$ cat config.mk
export PLATFORM = sky130hd
export DESIGN_NAME = framebuffer_pixel_writer_flat
export DESIGN_NICKNAME = d
export VERILOG_FILES = /design/src/rtl/framebuffer_pixel_writer_pkg.sv /design/src/rtl/framebuffer_pixel_writer_if.sv /design/src/rtl/framebuffer_pixel_writer_fifo.sv /design/src/rtl/framebuffer_pixel_writer.sv /design/src/flat_wrapper.sv
export SDC_FILE = /design/constraint.sdc
export NUM_CORES = 1
export LEC_CHECK = 0
export BUFFER_PORTS_ARGS = -buffer_cell sky130_fd_sc_hd__clkbuf_2
export CELL_PAD_IN_SITES_DETAIL_PLACEMENT = 0
export CELL_PAD_IN_SITES_GLOBAL_PLACEMENT = 1
export CORE_MARGIN = 2
export CORE_UTILIZATION = 45
export DETAILED_ROUTE_END_ITERATION = 6
export PLACE_DENSITY_LB_ADDON = 0.1
export SLEW_MARGIN = 20
export SYNTH_ARGS = -nofsm -noshare
export SYNTH_HDL_FRONTEND = slang
export SYNTH_SLANG_ARGS = --single-unit
$ cat constraint.sdc
create_clock -name clk -period 6.57 [get_ports clk]
set_clock_uncertainty 0.1 [all_clocks]
set_input_delay 0.3285 -clock clk [delete_from_list [all_inputs] [get_ports clk]]
set_output_delay 0.3285 -clock clk [all_outputs]
set_load 0.01 [all_outputs]
$ cat src/rtl/framebuffer_pixel_writer_pkg.sv
// Shared types for the framebuffer pixel writer: screen coordinates, framebuffer
// addresses, the queued pixel-write record and the writer FSM states.
package framebuffer_pixel_writer_pkg;
    localparam int SCREEN_WIDTH  = 320;
    localparam int SCREEN_HEIGHT = 180;
    localparam int ADDR_W        = $clog2(SCREEN_WIDTH * SCREEN_HEIGHT);

    typedef logic [$clog2(SCREEN_WIDTH)-1:0]  ScreenX;
    typedef logic [$clog2(SCREEN_HEIGHT)-1:0] ScreenY;
    typedef logic [ADDR_W-1:0]                FbAddr;

    typedef struct packed {
        FbAddr       addr;
        logic [15:0] value;
    } PixelWrite;

    typedef enum logic [1:0] {IDLE, ACTIVE, DONE} fb_state_e;
endpackage

$ cat src/rtl/framebuffer_pixel_writer_if.sv
// Framebuffer BRAM write port: the writer is master, the BRAM side is slave.
interface framebuffer_pixel_writer_if #(parameter int AW = 16);
    logic          fb_wr_en;
    logic [AW-1:0] fb_wr_addr;
    logic [15:0]   fb_wr_data;
    logic          fb_wr_ready;

    modport master (output fb_wr_en, fb_wr_addr, fb_wr_data, input fb_wr_ready);
    modport slave  (input fb_wr_en, fb_wr_addr, fb_wr_data, output fb_wr_ready);
endinterface

$ cat src/rtl/framebuffer_pixel_writer_fifo.sv
// pixel_fifo: synchronous FIFO of PixelWrite with flush; a push on a full FIFO
// succeeds when a pop happens in the same cycle.
module pixel_fifo
    import framebuffer_pixel_writer_pkg::*;
#(
    parameter int DEPTH = 4
) (
    input  logic      clk,
    input  logic      rst,
    input  logic      flush,
    input  logic      push,
    input  PixelWrite push_data,
    input  logic      pop,
    output PixelWrite head,
    output logic      full,
    output logic      empty
);
    localparam int PW = $clog2(DEPTH);

    PixelWrite      mem [DEPTH];
    logic [PW-1:0]  wr_ptr, rd_ptr;
    logic [PW:0]    count;
    logic           push_ok, pop_ok;

    assign full    = (count == (PW+1)'(DEPTH));
    assign empty   = (count == '0);
    assign pop_ok  = pop && !empty;
    assign push_ok = push && (!full || pop);
    assign head    = mem[rd_ptr];

    always_ff @(posedge clk or posedge rst) begin
        if (rst) begin
            wr_ptr <= '0;
            rd_ptr <= '0;
            count  <= '0;
        end else if (flush) begin
            // A flush may coincide with the first push of the next frame
            rd_ptr <= '0;
            wr_ptr <= PW'(push);
            count  <= {{PW{1'b0}}, push};
        end else begin
            if (push_ok) wr_ptr <= wr_ptr + 1'b1;
            if (pop_ok)  rd_ptr <= rd_ptr + 1'b1;
            count <= count + {{PW{1'b0}}, push_ok} - {{PW{1'b0}}, pop_ok};
        end
    end

    always_ff @(posedge clk) begin
        if (flush && push)  mem[0]      <= push_data;
        else if (!flush && push_ok) mem[wr_ptr] <= push_data;
    end
endmodule

$ cat src/rtl/framebuffer_pixel_writer.sv
// Accepts raytracer pixel strobes, queues them and writes them to the framebuffer.
// Optional DOUBLE_BUFFER_EN: writes go to the back bank, banks swap on frame completion.
module framebuffer_pixel_writer
    import framebuffer_pixel_writer_pkg::*;
#(
    parameter int SCREEN_WIDTH  = framebuffer_pixel_writer_pkg::SCREEN_WIDTH,
    parameter int SCREEN_HEIGHT = framebuffer_pixel_writer_pkg::SCREEN_HEIGHT,
    parameter int FIFO_DEPTH    = 4,
    parameter int ADDR_W        = $clog2(SCREEN_WIDTH * SCREEN_HEIGHT)
) (
    input  logic                  clk,
    input  logic                  rst,
    input  logic                  frame_start,
    input  logic                  pixel_valid_in,
    input  ScreenX                pixel_x_in,
    input  ScreenY                pixel_y_in,
    input  logic [15:0]           pixel_value_in,
    framebuffer_pixel_writer_if.master fb,
    output logic                  busy,
    output logic                  frame_done,
    output logic                  overflow,
    output logic                  range_err,
    output logic [ADDR_W:0]       pixels_written,
    output logic                  display_bank
);
    localparam int TOTAL = SCREEN_WIDTH * SCREEN_HEIGHT;

    fb_state_e   state, state_d;
    logic        done_hit, accept, in_range, push, pop, full, empty;
    logic [ADDR_W-1:0] pix_addr;
    PixelWrite   head;

    assign in_range = (int'(pixel_x_in) < SCREEN_WIDTH) && (int'(pixel_y_in) < SCREEN_HEIGHT);
    assign accept   = pixel_valid_in && (frame_start || state == ACTIVE);
    assign push     = accept && in_range;
    assign pix_addr = ADDR_W'(pixel_y_in) * ADDR_W'(SCREEN_WIDTH) + ADDR_W'(pixel_x_in);
    assign pop      = fb.fb_wr_en && fb.fb_wr_ready;

    pixel_fifo #(.DEPTH(FIFO_DEPTH)) u_fifo (
        .clk       (clk),
        .rst       (rst),
        .flush     (frame_start),
        .push      (push),
        .push_data ('{addr: FbAddr'(pix_addr), value: pixel_value_in}),
        .pop       (pop),
        .head      (head),
        .full      (full),
        .empty     (empty)
    );

    // The FIFO head register is the write port, so a fresh pixel shows next cycle
    assign fb.fb_wr_en   = !empty;
    assign fb.fb_wr_data = fb.fb_wr_en ? head.value : 16'h0;
`ifdef DOUBLE_BUFFER_EN
    assign fb.fb_wr_addr = fb.fb_wr_en ? {~display_bank, head.addr[ADDR_W-1:0]} : '0;
`else
    assign fb.fb_wr_addr = fb.fb_wr_en ? head.addr[ADDR_W-1:0] : '0;
`endif

    assign busy = (state == ACTIVE) || !empty;

    always_comb begin
        state_d  = state;
        done_hit = 1'b0;
        if (frame_start) begin
            state_d = ACTIVE;
        end else if (state == ACTIVE && pixels_written == (ADDR_W+1)'(TOTAL) && empty && !push) begin
            state_d  = DONE;
            done_hit = 1'b1;
        end
    end

    always_ff @(posedge clk or posedge rst) begin
        if (rst) begin
            state          <= IDLE;
            frame_done     <= 1'b0;
            overflow       <= 1'b0;
            range_err      <= 1'b0;
            pixels_written <= '0;
        end else begin
            state      <= state_d;
            frame_done <= done_hit;
            if (frame_start) begin
                overflow       <= 1'b0;
                range_err      <= accept && !in_range;
                pixels_written <= '0;
            end else begin
                if (push && full && !pop) overflow  <= 1'b1;
                if (accept && !in_range)  range_err <= 1'b1;
                if (pop && pixels_written != (ADDR_W+1)'(TOTAL))
                    pixels_written <= pixels_written + 1'b1;
            end
        end
    end

`ifdef DOUBLE_BUFFER_EN
    always_ff @(posedge clk or posedge rst) begin
        if (rst)           display_bank <= 1'b0;
        else if (done_hit) display_bank <= ~display_bank;
    end
`else
    assign display_bank = 1'b0;
`endif
endmodule
$ cat src/flat_wrapper.sv
// flat-port wrapper written by rule: the top's interface ports become plain ports
module framebuffer_pixel_writer_flat import framebuffer_pixel_writer_pkg::*;
#(
    parameter int SCREEN_WIDTH  = framebuffer_pixel_writer_pkg::SCREEN_WIDTH,
    parameter int SCREEN_HEIGHT = framebuffer_pixel_writer_pkg::SCREEN_HEIGHT,
    parameter int FIFO_DEPTH    = 4,
    parameter int ADDR_W        = $clog2(SCREEN_WIDTH * SCREEN_HEIGHT)
)
  (clk, rst, frame_start, pixel_valid_in, pixel_x_in, pixel_y_in, pixel_value_in, busy, frame_done, overflow, range_err, pixels_written, display_bank, fb_fb_wr_en, fb_fb_wr_addr, fb_fb_wr_data, fb_fb_wr_ready);
  framebuffer_pixel_writer_if fb_i ();
  input  logic clk;
  input  logic rst;
  input  logic frame_start;
  input  logic pixel_valid_in;
  input  ScreenX pixel_x_in;
  input  ScreenY pixel_y_in;
  input  logic [15:0] pixel_value_in;
  output logic busy;
  output logic frame_done;
  output logic overflow;
  output logic range_err;
  output logic [ADDR_W:0] pixels_written;
  output logic display_bank;
  output wire logic [$bits(fb_i.fb_wr_en)-1:0] fb_fb_wr_en;
  output wire logic [$bits(fb_i.fb_wr_addr)-1:0] fb_fb_wr_addr;
  output wire logic [$bits(fb_i.fb_wr_data)-1:0] fb_fb_wr_data;
  input wire logic [$bits(fb_i.fb_wr_ready)-1:0] fb_fb_wr_ready;
  assign fb_fb_wr_en = fb_i.fb_wr_en;
  assign fb_fb_wr_addr = fb_i.fb_wr_addr;
  assign fb_fb_wr_data = fb_i.fb_wr_data;
  assign fb_i.fb_wr_ready = fb_fb_wr_ready;
  framebuffer_pixel_writer #(.SCREEN_WIDTH(SCREEN_WIDTH), .SCREEN_HEIGHT(SCREEN_HEIGHT), .FIFO_DEPTH(FIFO_DEPTH), .ADDR_W(ADDR_W)) u_core (.clk(clk), .rst(rst), .frame_start(frame_start), .pixel_valid_in(pixel_valid_in), .pixel_x_in(pixel_x_in), .pixel_y_in(pixel_y_in), .pixel_value_in(pixel_value_in), .fb(fb_i), .busy(busy), .frame_done(frame_done), .overflow(overflow), .range_err(range_err), .pixels_written(pixels_written), .display_bank(display_bank));
endmodule
==> impl_metrics.yaml <==
placed_design:
  io_buffer_count: 91
  gp_congestion: 0.730
  dp_hpwl_um: 8470
  dpl_cell_area_um2: 7590
logic_synthesis:
  synth_seq_area_share_pct: 66.4
  synthFlopType: "edfxtp_1"
  ys_async_sr_fraction_pct: 18.5
  ys_seq_elements: 157
  synth_area_leaders: "edfxtp_1 56%, dfrtp_1 11%, mux4_2 10%, ha_1 3.5%, nor2b_1 3.3%"
  synthCells: 437
  synth_warnings: 0
  yosysUniqueCellTypes: 44
  synth-edff-count: 128
  syn_avg_cell_area_um2: 15.8
  synth_top_area_share_pct: 55.8
  synthTopCellsByCount: "128 x edfxtp_1, 37 x nor2_1, 36 x nor2b_1"
  netlist_area_um2: 6880
  synth_most_common_cell: "edfxtp_1"
  synth_top_cell_by_area: "edfxtp_1"
  synth_fp_nets: 497
sta:
  fin_tns_setup_ps: 0
  slew_headroom_pct: 41.3
  worst_slew_pin_slew_ps: 875
  fin_hold_ws_ps: 33.5
  fin_crit_sh_pct: 45.0
  max_freq_mhz: 338
  rsz0062_at_grt: "false"
  period_minus_slack_ps: 2960
  hold_viol: 0
  maxSlewViolCount: 0
  setup_viol: 0
critical_path:
  crit_type: "flip-flop to output port"
  cp-start-kind: "flip-flop"
  end_kind: "output port"
  critPathMaxFanout: 19
  critPathRequiredTime_ps: 6140
  critPathArrivalTime_ps: 2530
clocking:
  cts.path.max_buffers: 2
  insertion_delay_ps: 410
  postCtsResizedCells: 0
  path_clk_slew_ps: 60
  cts_tree: "built"
  htreeDepth: 4
  cts.sinks: 157
  cts_root_buffer: "clkbuf_16"
  cts-buffers-inserted: 17
floorplan:
  die_y_um: 128
  coreArea_um2: 15100
  num_rows: 45
  fp.dieArea_um2: 16300
  start_util_pct: 45.6
  ioPinCount: 93
  fp.dieW_um: 128
global_routing:
  grt_first_pass_wirelength_um: 20900
  antenna_found_initial: 0
  grt_max_degree: 38
  track_usage_pct: 17.3
  grt_pass1_vias: 4026
  gr-total-overflow: 0
routing:
  wl_um: 13300
  dr.pass1.iters: 4
  postRouteAntennaNets: 0
  routedWlPerCell_um: 18.1
  drt-initial-drc-count: 221
  routed-via-count: 3935
  drc: 0
  avgViaCountPerCell: 5.33
cells_and_area:
  diodes: 0
  drive_above_1_share_pct: 30.4
  syn_to_final_growth_pct: 18.8
  final_nets: 600
  final_area_um2: 8180
  n_fill_cell: 1263
hold_path:
  holdCritPathClass: "primary input to flip-flop"
job:
  maxCapViolations: 0
power_and_ir_drop:
  power.leakage_nw: 3.04
  ir_drop_mv: 0.177
  power.density_nw_per_um2: 349
outcome:
  status: "finished, final reports clean"
logic make-up after synthesis:
logic type | count (synthesis) | share of synthesized area [%]
mux | 35 | 10.9
compound gates | 32 | 2.98
simple gates | 124 | 9.58
buf+inv | 38 | 2.20
other cells | 1 | 0.0545
flops | 157 | 66.4
xor+xnor | 28 | 3.56
fa+ha+maj | 22 | 4.33
critical path, cell delays in order (launching register included):
cell      delay (ps)
dfrtp_2          730
buf_4            480
mux4_2           590
nor2b_1          160
clkbuf_2         140
power breakdown:
| part | leakage, nW | total, W | switching (W) | internal (W) |
|---|---|---|---|---|
| registers | 1.55 | 0.00119 | 0.0000552 | 0.00114 |
| logic | 1.23 | 0.000745 | 0.000405 | 0.000340 |
| clock network | 0.264 | 0.000914 | 0.000365 | 0.000549 |
| total | 3.04 | 0.00285 | 0.000825 | 0.00203 |
what timing repair did:
action                    in CTS  in global routing
hold endpoints to repair      29                  0
setup buffers                  0                  0
hold buffers                   1                  0
through the flow:
stage	worst slack (ps)	cells	total power, W	util (%)
global placement	3470	707	0.00197	50.3
CTS	3520	737	0.00289	54.0
finish	3610	738	0.00285	54.2
detailed placement	3350	707	0.00197	50.3
floorplan	1390	437	0.00169	-
global route	3420	738	0.00300	54.2
final timing paths:
kind                                                     startpoint                                    end  slack (ps)  depth (start not counted)
worst max-delay path            u_core.u_fifo.rd_ptr[0]$_DFFE_PP0P_                       fb_fb_wr_addr[2]        3610                          4
worst min-delay path                              pixel_value_in[4]      u_core.u_fifo.mem[2][4]$_DFFE_PP_          30                          1
worst max register to register          u_core.state[0]$_DFFE_PP0P_       u_core.u_fifo.count[2]$_DFF_PP0_        3820                         12
worst min register to register          u_core.overflow$_DFFE_PP0P_            u_core.overflow$_DFFE_PP0P_         420                          2
max in group asynchronous                                       rst    u_core.u_fifo.rd_ptr[0]$_DFFE_PP0P_        5650                          4
min in group asynchronous                                       rst  u_core.pixels_written[10]$_DFFE_PP0P_         420                          4
layer usage:
layer	routed length, um	vias up	global-route usage, %
li1	-	1856	-
met1	6130	1987	23.1
met2	6560	79	28.1
met3	517	13	4.30
met4	131	0	5.82
met5	0	-	0
area by class of cell:
type                    count  area, um^2  area share (%)
flip-flops and latches    157        4570            55.9
multi-input cells         242        2190            26.8
repair buffers            101         553            6.76
clock buffers              17         425            5.20
well taps                 188         235            2.88
clock inverters            12         123            1.50
inverters                  21        78.8           0.964
cell usage in the layout, fill, tap and decap left out, types with 2 or more instances in the layout:
cell type,count
mux4_2,32
nor4_1,4
nor2b_1,36
buf_4,8
clkinv_2,2
o22ai_1,2
a21o_1,2
clkinvlp_4,2
a21oi_1,7
a211oi_1,2
edfxtp_1,128
o21ai_0,10
nand4_1,4
mux2i_1,2
or3_1,3
clkbuf_16,17
bufinv_16,2
ha_1,19
inv_6,2
fa_1,3
nand2_1,11
xnor2_1,18
nor3_2,2
nand2b_1,2
or4_1,2
inv_1,21
dfrtp_1,28
o2111ai_1,2
xor2_1,10
clkinv_1,3
nor2_1,36
clkbuf_2,91
nand4b_1,2
nor3_1,7
nand3_1,6
sequential cells by signal (all words and copies together) (netlist names):
name	cells
u_core.overflow	1
u_core.pixels_written	17
u_core.u_fifo.count	3
u_core.state	2
u_core.frame_done	1
u_core.u_fifo.rd_ptr	2
u_core.u_fifo.wr_ptr	2
u_core.range_err	1
u_core.u_fifo.mem	128
Note: power is estimated with default switching activity, not from simulation.
